<file path="config.mk">
export PLATFORM = sky130hd
export DESIGN_NAME = uart_tx_fifo_cfg
export DESIGN_NICKNAME = d
export VERILOG_FILES = /design/src/rtl/uart_pkg.sv /design/src/rtl/uart_sync_fifo.sv /design/src/rtl/uart_tx_fifo_cfg.sv
export SDC_FILE = /design/constraint.sdc
export NUM_CORES = 1
export LEC_CHECK = 0
export BUFFER_PORTS_ARGS = -buffer_cell sky130_fd_sc_hd__buf_4
export CORE_MARGIN = 2
export CORE_UTILIZATION = 50
export DETAILED_ROUTE_END_ITERATION = 7
export PLACE_DENSITY = 0.65
export SYNTH_ARGS = -nofsm -noshare
export SYNTH_HDL_FRONTEND = slang
export SYNTH_HIERARCHICAL = 1
export SYNTH_SLANG_ARGS = --single-unit
</file>
<file path="constraint.sdc">
create_clock -name clk -period 4.05 [get_ports clk]
set_clock_uncertainty 0.05 [all_clocks]
set_input_delay 0 -clock clk [delete_from_list [all_inputs] [get_ports clk]]
set_output_delay 0 -clock clk [all_outputs]
set_load 0.01 [all_outputs]
</file>
<file path="src/rtl/uart_pkg.sv">
// Shared types and constants for the FIFO-fed configurable UART transmitter.
package uart_pkg;

    localparam int unsigned MIN_BAUD = 2;

    typedef enum logic [1:0] {
        PAR_NONE = 2'd0,
        PAR_EVEN = 2'd1,
        PAR_ODD  = 2'd2
    } parity_e;

    typedef enum logic [2:0] {
        IDLE   = 3'd0,
        START  = 3'd1,
        DATA   = 3'd2,
        PARITY = 3'd3,
        STOP   = 3'd4
    } tx_state_e;

    // Mode 2'b11 is reserved and behaves as no parity.
    function automatic parity_e decode_parity(input logic [1:0] mode);
        case (mode)
            2'b01:   return PAR_EVEN;
            2'b10:   return PAR_ODD;
            default: return PAR_NONE;
        endcase
    endfunction

endpackage

</file>
<file path="src/rtl/uart_sync_fifo.sv">
// Single-clock FIFO; a write is accepted when full only if a read happens in the same cycle.
module uart_sync_fifo #(
    parameter int unsigned DATA_W = 8,
    parameter int unsigned DEPTH  = 8
) (
    input  logic                           clk,
    input  logic                           rst_n,
    input  logic                           wr_en,
    input  logic [DATA_W-1:0]              wr_data,
    input  logic                           rd_en,
    output logic [DATA_W-1:0]              rd_data,
    output logic                           full,
    output logic                           empty,
    output logic [$clog2(DEPTH+1)-1:0]     count
);

    localparam int unsigned PTR_W = $clog2(DEPTH);
    localparam int unsigned CNT_W = $clog2(DEPTH + 1);

    logic [DATA_W-1:0] mem_q [DEPTH];
    logic [PTR_W-1:0]  wr_ptr_q, wr_ptr_d;
    logic [PTR_W-1:0]  rd_ptr_q, rd_ptr_d;
    logic [CNT_W-1:0]  count_q, count_d;
    logic              full_q, full_d;
    logic              empty_q, empty_d;
    logic              wr_ok_c, rd_ok_c;

    // Pointers wrap naturally because DEPTH is a power of two.
    always_comb begin
        rd_ok_c  = rd_en && !empty_q;
        wr_ok_c  = wr_en && (!full_q || rd_ok_c);
        wr_ptr_d = wr_ok_c ? wr_ptr_q + PTR_W'(1) : wr_ptr_q;
        rd_ptr_d = rd_ok_c ? rd_ptr_q + PTR_W'(1) : rd_ptr_q;
        count_d  = count_q;
        if (wr_ok_c && !rd_ok_c) begin
            count_d = count_q + CNT_W'(1);
        end else if (rd_ok_c && !wr_ok_c) begin
            count_d = count_q - CNT_W'(1);
        end
        full_d  = (count_d == CNT_W'(DEPTH));
        empty_d = (count_d == '0);
    end

    always_ff @(posedge clk or negedge rst_n) begin
        if (!rst_n) begin
            wr_ptr_q <= '0;
            rd_ptr_q <= '0;
            count_q  <= '0;
            full_q   <= 1'b0;
            empty_q  <= 1'b1;
        end else begin
            wr_ptr_q <= wr_ptr_d;
            rd_ptr_q <= rd_ptr_d;
            count_q  <= count_d;
            full_q   <= full_d;
            empty_q  <= empty_d;
        end
    end

    always_ff @(posedge clk) begin
        if (wr_ok_c) begin
            mem_q[wr_ptr_q] <= wr_data;
        end
    end

    assign rd_data = mem_q[rd_ptr_q];
    assign full    = full_q;
    assign empty   = empty_q;
    assign count   = count_q;

endmodule

</file>
<file path="src/rtl/uart_tx_fifo_cfg.sv">
// UART transmitter fed by a TX FIFO; divisor, parity and stop bits are latched per frame at pop.
module uart_tx_fifo_cfg
    import uart_pkg::*;
#(
    parameter int unsigned DATA_W     = 8,
    parameter int unsigned FIFO_DEPTH = 8,
    parameter int unsigned BAUD_W     = 16
) (
    input  logic                               clk,
    input  logic                               rst_n,
    input  logic [BAUD_W-1:0]                  baud_cnt,
    input  logic [1:0]                         parity_mode,
    input  logic                               two_stop,
    input  logic                               wr_en,
    input  logic [DATA_W-1:0]                  wr_data,
    output logic                               full,
    output logic                               empty,
    output logic [$clog2(FIFO_DEPTH+1)-1:0]    count,
    output logic                               overflow,
    output logic                               TX,
    output logic                               tx_busy,
    output logic                               tx_done
);

    localparam int unsigned IDX_W = $clog2(DATA_W + 1);

    tx_state_e         state_q, state_d;
    logic [BAUD_W-1:0] div_q, div_d;
    logic [BAUD_W-1:0] baud_q, baud_d;
    logic [IDX_W-1:0]  bit_q, bit_d;
    logic [DATA_W-1:0] shift_q, shift_d;
    logic              par_en_q, par_en_d;
    logic              par_bit_q, par_bit_d;
    logic              two_stop_q, two_stop_d;
    logic              stop2_q, stop2_d;
    logic              tx_q, tx_d;
    logic              busy_q, busy_d;
    logic              done_q, done_d;
    logic              ovf_q, ovf_d;
    logic              pop_c, bit_end_c;
    logic [BAUD_W-1:0] eff_baud_c;
    logic [DATA_W-1:0] head_c;
    parity_e           par_mode_c;

    uart_sync_fifo #(
        .DATA_W (DATA_W),
        .DEPTH  (FIFO_DEPTH)
    ) u_fifo (
        .clk     (clk),
        .rst_n   (rst_n),
        .wr_en   (wr_en),
        .wr_data (wr_data),
        .rd_en   (pop_c),
        .rd_data (head_c),
        .full    (full),
        .empty   (empty),
        .count   (count)
    );

    always_comb begin
        state_d    = state_q;
        div_d      = div_q;
        baud_d     = baud_q;
        bit_d      = bit_q;
        shift_d    = shift_q;
        par_en_d   = par_en_q;
        par_bit_d  = par_bit_q;
        two_stop_d = two_stop_q;
        stop2_d    = stop2_q;
        tx_d       = 1'b1;
        done_d     = 1'b0;
        pop_c      = 1'b0;
        eff_baud_c = (baud_cnt < BAUD_W'(MIN_BAUD)) ? BAUD_W'(MIN_BAUD) : baud_cnt;
        par_mode_c = decode_parity(parity_mode);
        bit_end_c  = (baud_q == BAUD_W'(1));
        busy_d     = (state_q != IDLE);
        ovf_d      = wr_en && full && !pop_c;

        // Bit timer: reload at each bit boundary, otherwise count down.
        if (state_q != IDLE) begin
            baud_d = bit_end_c ? div_q : baud_q - BAUD_W'(1);
        end

        case (state_q)
            IDLE: begin
                tx_d = 1'b1;
                if (!empty) begin
                    pop_c = 1'b1;
                end
            end
            START: begin
                tx_d = 1'b0;
                if (bit_end_c) begin
                    state_d = DATA;
                    bit_d   = '0;
                end
            end
            DATA: begin
                tx_d = shift_q[0];
                if (bit_end_c) begin
                    shift_d = shift_q >> 1;
                    if (bit_q == IDX_W'(DATA_W - 1)) begin
                        state_d = par_en_q ? PARITY : STOP;
                        stop2_d = 1'b0;
                    end else begin
                        bit_d = bit_q + IDX_W'(1);
                    end
                end
            end
            PARITY: begin
                tx_d = par_bit_q;
                if (bit_end_c) begin
                    state_d = STOP;
                    stop2_d = 1'b0;
                end
            end
            STOP: begin
                tx_d = 1'b1;
                if (bit_end_c) begin
                    if (two_stop_q && !stop2_q) begin
                        stop2_d = 1'b1;
                    end else begin
                        done_d = 1'b1;
                        if (!empty) begin
                            pop_c = 1'b1;
                        end else begin
                            state_d = IDLE;
                        end
                    end
                end
            end
            default: begin
                state_d = IDLE;
            end
        endcase

        ovf_d = wr_en && full && !pop_c;

        // Pop: capture the head word and freeze this frame's configuration.
        if (pop_c) begin
            state_d    = START;
            div_d      = eff_baud_c;
            baud_d     = eff_baud_c;
            shift_d    = head_c;
            par_en_d   = (par_mode_c != PAR_NONE);
            par_bit_d  = (^head_c) ^ (par_mode_c == PAR_ODD);
            two_stop_d = two_stop;
            stop2_d    = 1'b0;
        end
    end

    always_ff @(posedge clk or negedge rst_n) begin
        if (!rst_n) begin
            state_q    <= IDLE;
            div_q      <= BAUD_W'(MIN_BAUD);
            baud_q     <= '0;
            bit_q      <= '0;
            shift_q    <= '0;
            par_en_q   <= 1'b0;
            par_bit_q  <= 1'b0;
            two_stop_q <= 1'b0;
            stop2_q    <= 1'b0;
            tx_q       <= 1'b1;
            busy_q     <= 1'b0;
            done_q     <= 1'b0;
            ovf_q      <= 1'b0;
        end else begin
            state_q    <= state_d;
            div_q      <= div_d;
            baud_q     <= baud_d;
            bit_q      <= bit_d;
            shift_q    <= shift_d;
            par_en_q   <= par_en_d;
            par_bit_q  <= par_bit_d;
            two_stop_q <= two_stop_d;
            stop2_q    <= stop2_d;
            tx_q       <= tx_d;
            busy_q     <= busy_d;
            done_q     <= done_d;
            ovf_q      <= ovf_d;
        end
    end

    assign TX       = tx_q;
    assign tx_busy  = busy_q;
    assign tx_done  = done_q;
    assign overflow = ovf_q;

endmodule

</file>
==> results.toml <==
[status]
status = "finished clean"

[sta]
max_freq_mhz = 310
worst_pin_slew_ps = 973
drv_slew = 0
hold_viol = 0
slew-limit-headroom_pct = 35.0
finalSetupViolCount = 0
fin_crit_ps = 3220
layout_setup_ws_ps = 827
rsz0062_at_grt = "false"
tns_ps = 0
period_share_pct = 79.6

[place]
dp_cells = 688
dp_slack_ps = 853
post_dp_cell_area_um2 = 6610
place_hpwl_um = 8540
gpl.final_weighted_congestion = 0.817
port_buffers = 39

[layout]
final_design_area_no_fill_um2 = 7450
fill_cells = 920
regArea_um2 = 3600
instances_no_fill = 748
n_antenna_cell = 0
post_route_cells_drive_above_1_share_pct = 17.1
syn_to_final_growth_pct = 20.3
multi_input_area_um2 = 2420
final_nets = 606

[detailed_routing]
final_antenna_net_count = 0
wl_um = 12900
post-route-drc-count = 0
drtIter0Drc = 331
num_vias = 4163
firstDrtPassIters = 5
wl_per_cell_um = 17.2
routed_via_density = 5.57

[setup_path]
worstPathMaxFanout = 9
r2r-end = "u_fifo/mem_q[4][2]"
reg2reg_from = "baud_q[1]"
crit_path_start_kind = "flop"
ff2ff_path_depth = 10
path_class = "reg -> reg"
r2r_slack_ps = 830
worst_setup_path_end_kind = "flop"
cp.required_ps = 4050
arrival_ps = 3220

[clock_network]
cts_buffers = 17
cts_buffer_depth = 2
cts_max_level = 4
ctsResizeCount = 0
postCtsHoldBufs = 29
clock-root-buffer = "clkbuf_16"
clock_latency_ps = 410
cts.reportedPaths.clkPinSlew_ps = 60
cts_tree = "done"
cts_num_sinks = 131
cts_setup_buffers = 0

[synth]
synthXorXnorAreaFrac_pct = 3.11
mappedNetlistArea_um2 = 6190
yosysWarnings = 6
synth_edf_count = 64
yosysMostFrequentCell = "nand2_1"
synth_flop_cell = "edfxtp_1"
synth_compound_area_share_pct = 8.38
synth-seq-cells = 131
yosysSeqAreaShare_pct = 58.1
synthCells = 499
synth_area_leaders = "edfxtp_1, dfrtp_1, mux4_1"
synth_nets = 537
synth_top_area_share_pct = 31.0
yosys.area_share.simple_pct = 15.8
muxShareOfSynthArea_pct = 10.2
ys_top_cells_by_count = "nand2_1, dfrtp_1, edfxtp_1, nor2_1"
synthArstFlopShare_pct = 51.1
avgSynthCellArea_um2 = 12.4
synth_top_family_by_area = "simple AND/OR/NAND/NOR gates"
synth_fa_ha_area_share_pct = 1.62
synth_area_leader_cell = "edfxtp_1"
ys_types = 65

[power_and_ir_drop]
peakVddDrop_mv = 0.377
power_density_nw_per_um2 = 575
p_total_uw = 4290
power_leakage_uw = 0.00303

[global_routing]
grt_pass1_vias = 3957
grt_pass1_wl_um = 20800
overflow = 0
antenna_found_initial = 0
track_usage_pct = 20.8
grt_max_degree = 68

[flow_run]
max_cap_viol_count = 0

[floorplan]
io_pins = 40
initial_core_util_pct = 51.4
num_rows = 40
core-area_um2 = 12100
die_x_um = 115
dieArea_um2 = 13300
die_h_um = 115

[worst_hold_path]
hp-class = "in -> async"
## power by group
group	switching [uW]	internal (uW)
Combinational	445	515
Sequential	254	1630
Clock	589	848
## sequential cells by signal, summed over array words and instances, names as in the netlist, 3 cells and up
register / cells
u_fifo/mem_q: 64
u_fifo/wr_ptr_q: 3
bit_q: 4
u_fifo/count: 4
div_q: 16
baud_q: 16
state_q: 3
u_fifo/rd_ptr_q: 3
shift_q: 8
## kinds of logic after synthesis
family / after synthesis
mux: 36
flops: 131
xor+xnor: 22
simple gates: 193
buf+inv: 33
fa+ha+maj: 8
compound gates: 76
## layout make-up
cell class                 count  share of cell area [%]
clock buffer                  17                    5.71
sequential                   131                    48.3
clock inverter                14                    1.76
multi-input combinational    335                    32.5
inverter                       9                   0.453
tap                          168                    2.82
timing repair buffer          74                    8.43
## layout by cell type (no fill, tap or decap), types with 5 or more instances in the layout
cell	netlist	final
o22ai_1	7	7
nor2b_1	6	6
xnor2_1	16	16
o21ai_1	16	16
nand3_1	14	14
a21oi_1	12	12
dlygate4sd3_1	0	29
nor4_1	9	9
edfxtp_1	64	64
clkbuf_16	0	17
mux2_2	10	10
inv_1	8	8
xor2_1	6	6
ha_1	8	8
mux4_1	16	16
mux2i_1	10	10
dfrtp_1	64	64
nand2_1	85	85
buf_4	1	45
a22oi_1	5	5
nor3_1	11	11
nor2_1	31	31
nand2b_1	9	9
clkinvlp_4	0	6
## routing by layer
metal  vias to the layer above  global-route usage [%]  wire [um]
met2                       106                    32.2       6330
met4                         0                    7.31        233
met3                        18                    5.48        547
li1                       2001                       -          -
met5                         -                       0          0
met1                      2038                    28.5       5750
## metrics by stage
step / hold slack, ps / util, %
6_report: 190 / 61.8
5_1_grt: 281 / 61.8
4_1_cts: 224 / 61.8
3_5_place_dp: 111 / 54.8
3_3_place_gp: 115 / 54.8
2_1_floorplan: -346 / -
## worst max-delay path: stages, from the launching register on
cell and delay [ps]:
dfrtp_1 400, inv_1 110, ha_1 140, nor4b_2 370
and4_1 310, a21oi_2 90, inv_2 80, nand2b_1 220
a21boi_2 350, nand2b_1 160, nor2_1 580
## how the worst max path moves through the flow
stage	start	to	slack [ps]
2_1_floorplan	baud_q[1]	u_fifo/mem_q[0][0]	530
3_3_place_gp	baud_q[1]	u_fifo/mem_q[2][6]	930
3_5_place_dp	baud_q[1]	u_fifo/mem_q[2][6]	850
4_1_cts	baud_q[6]	u_fifo/mem_q[2][3]	840
5_1_grt	baud_q[1]	u_fifo/mem_q[7][1]	480
6_report	baud_q[1]	u_fifo/mem_q[4][2]	830
Power figures use the tool's default switching activity.
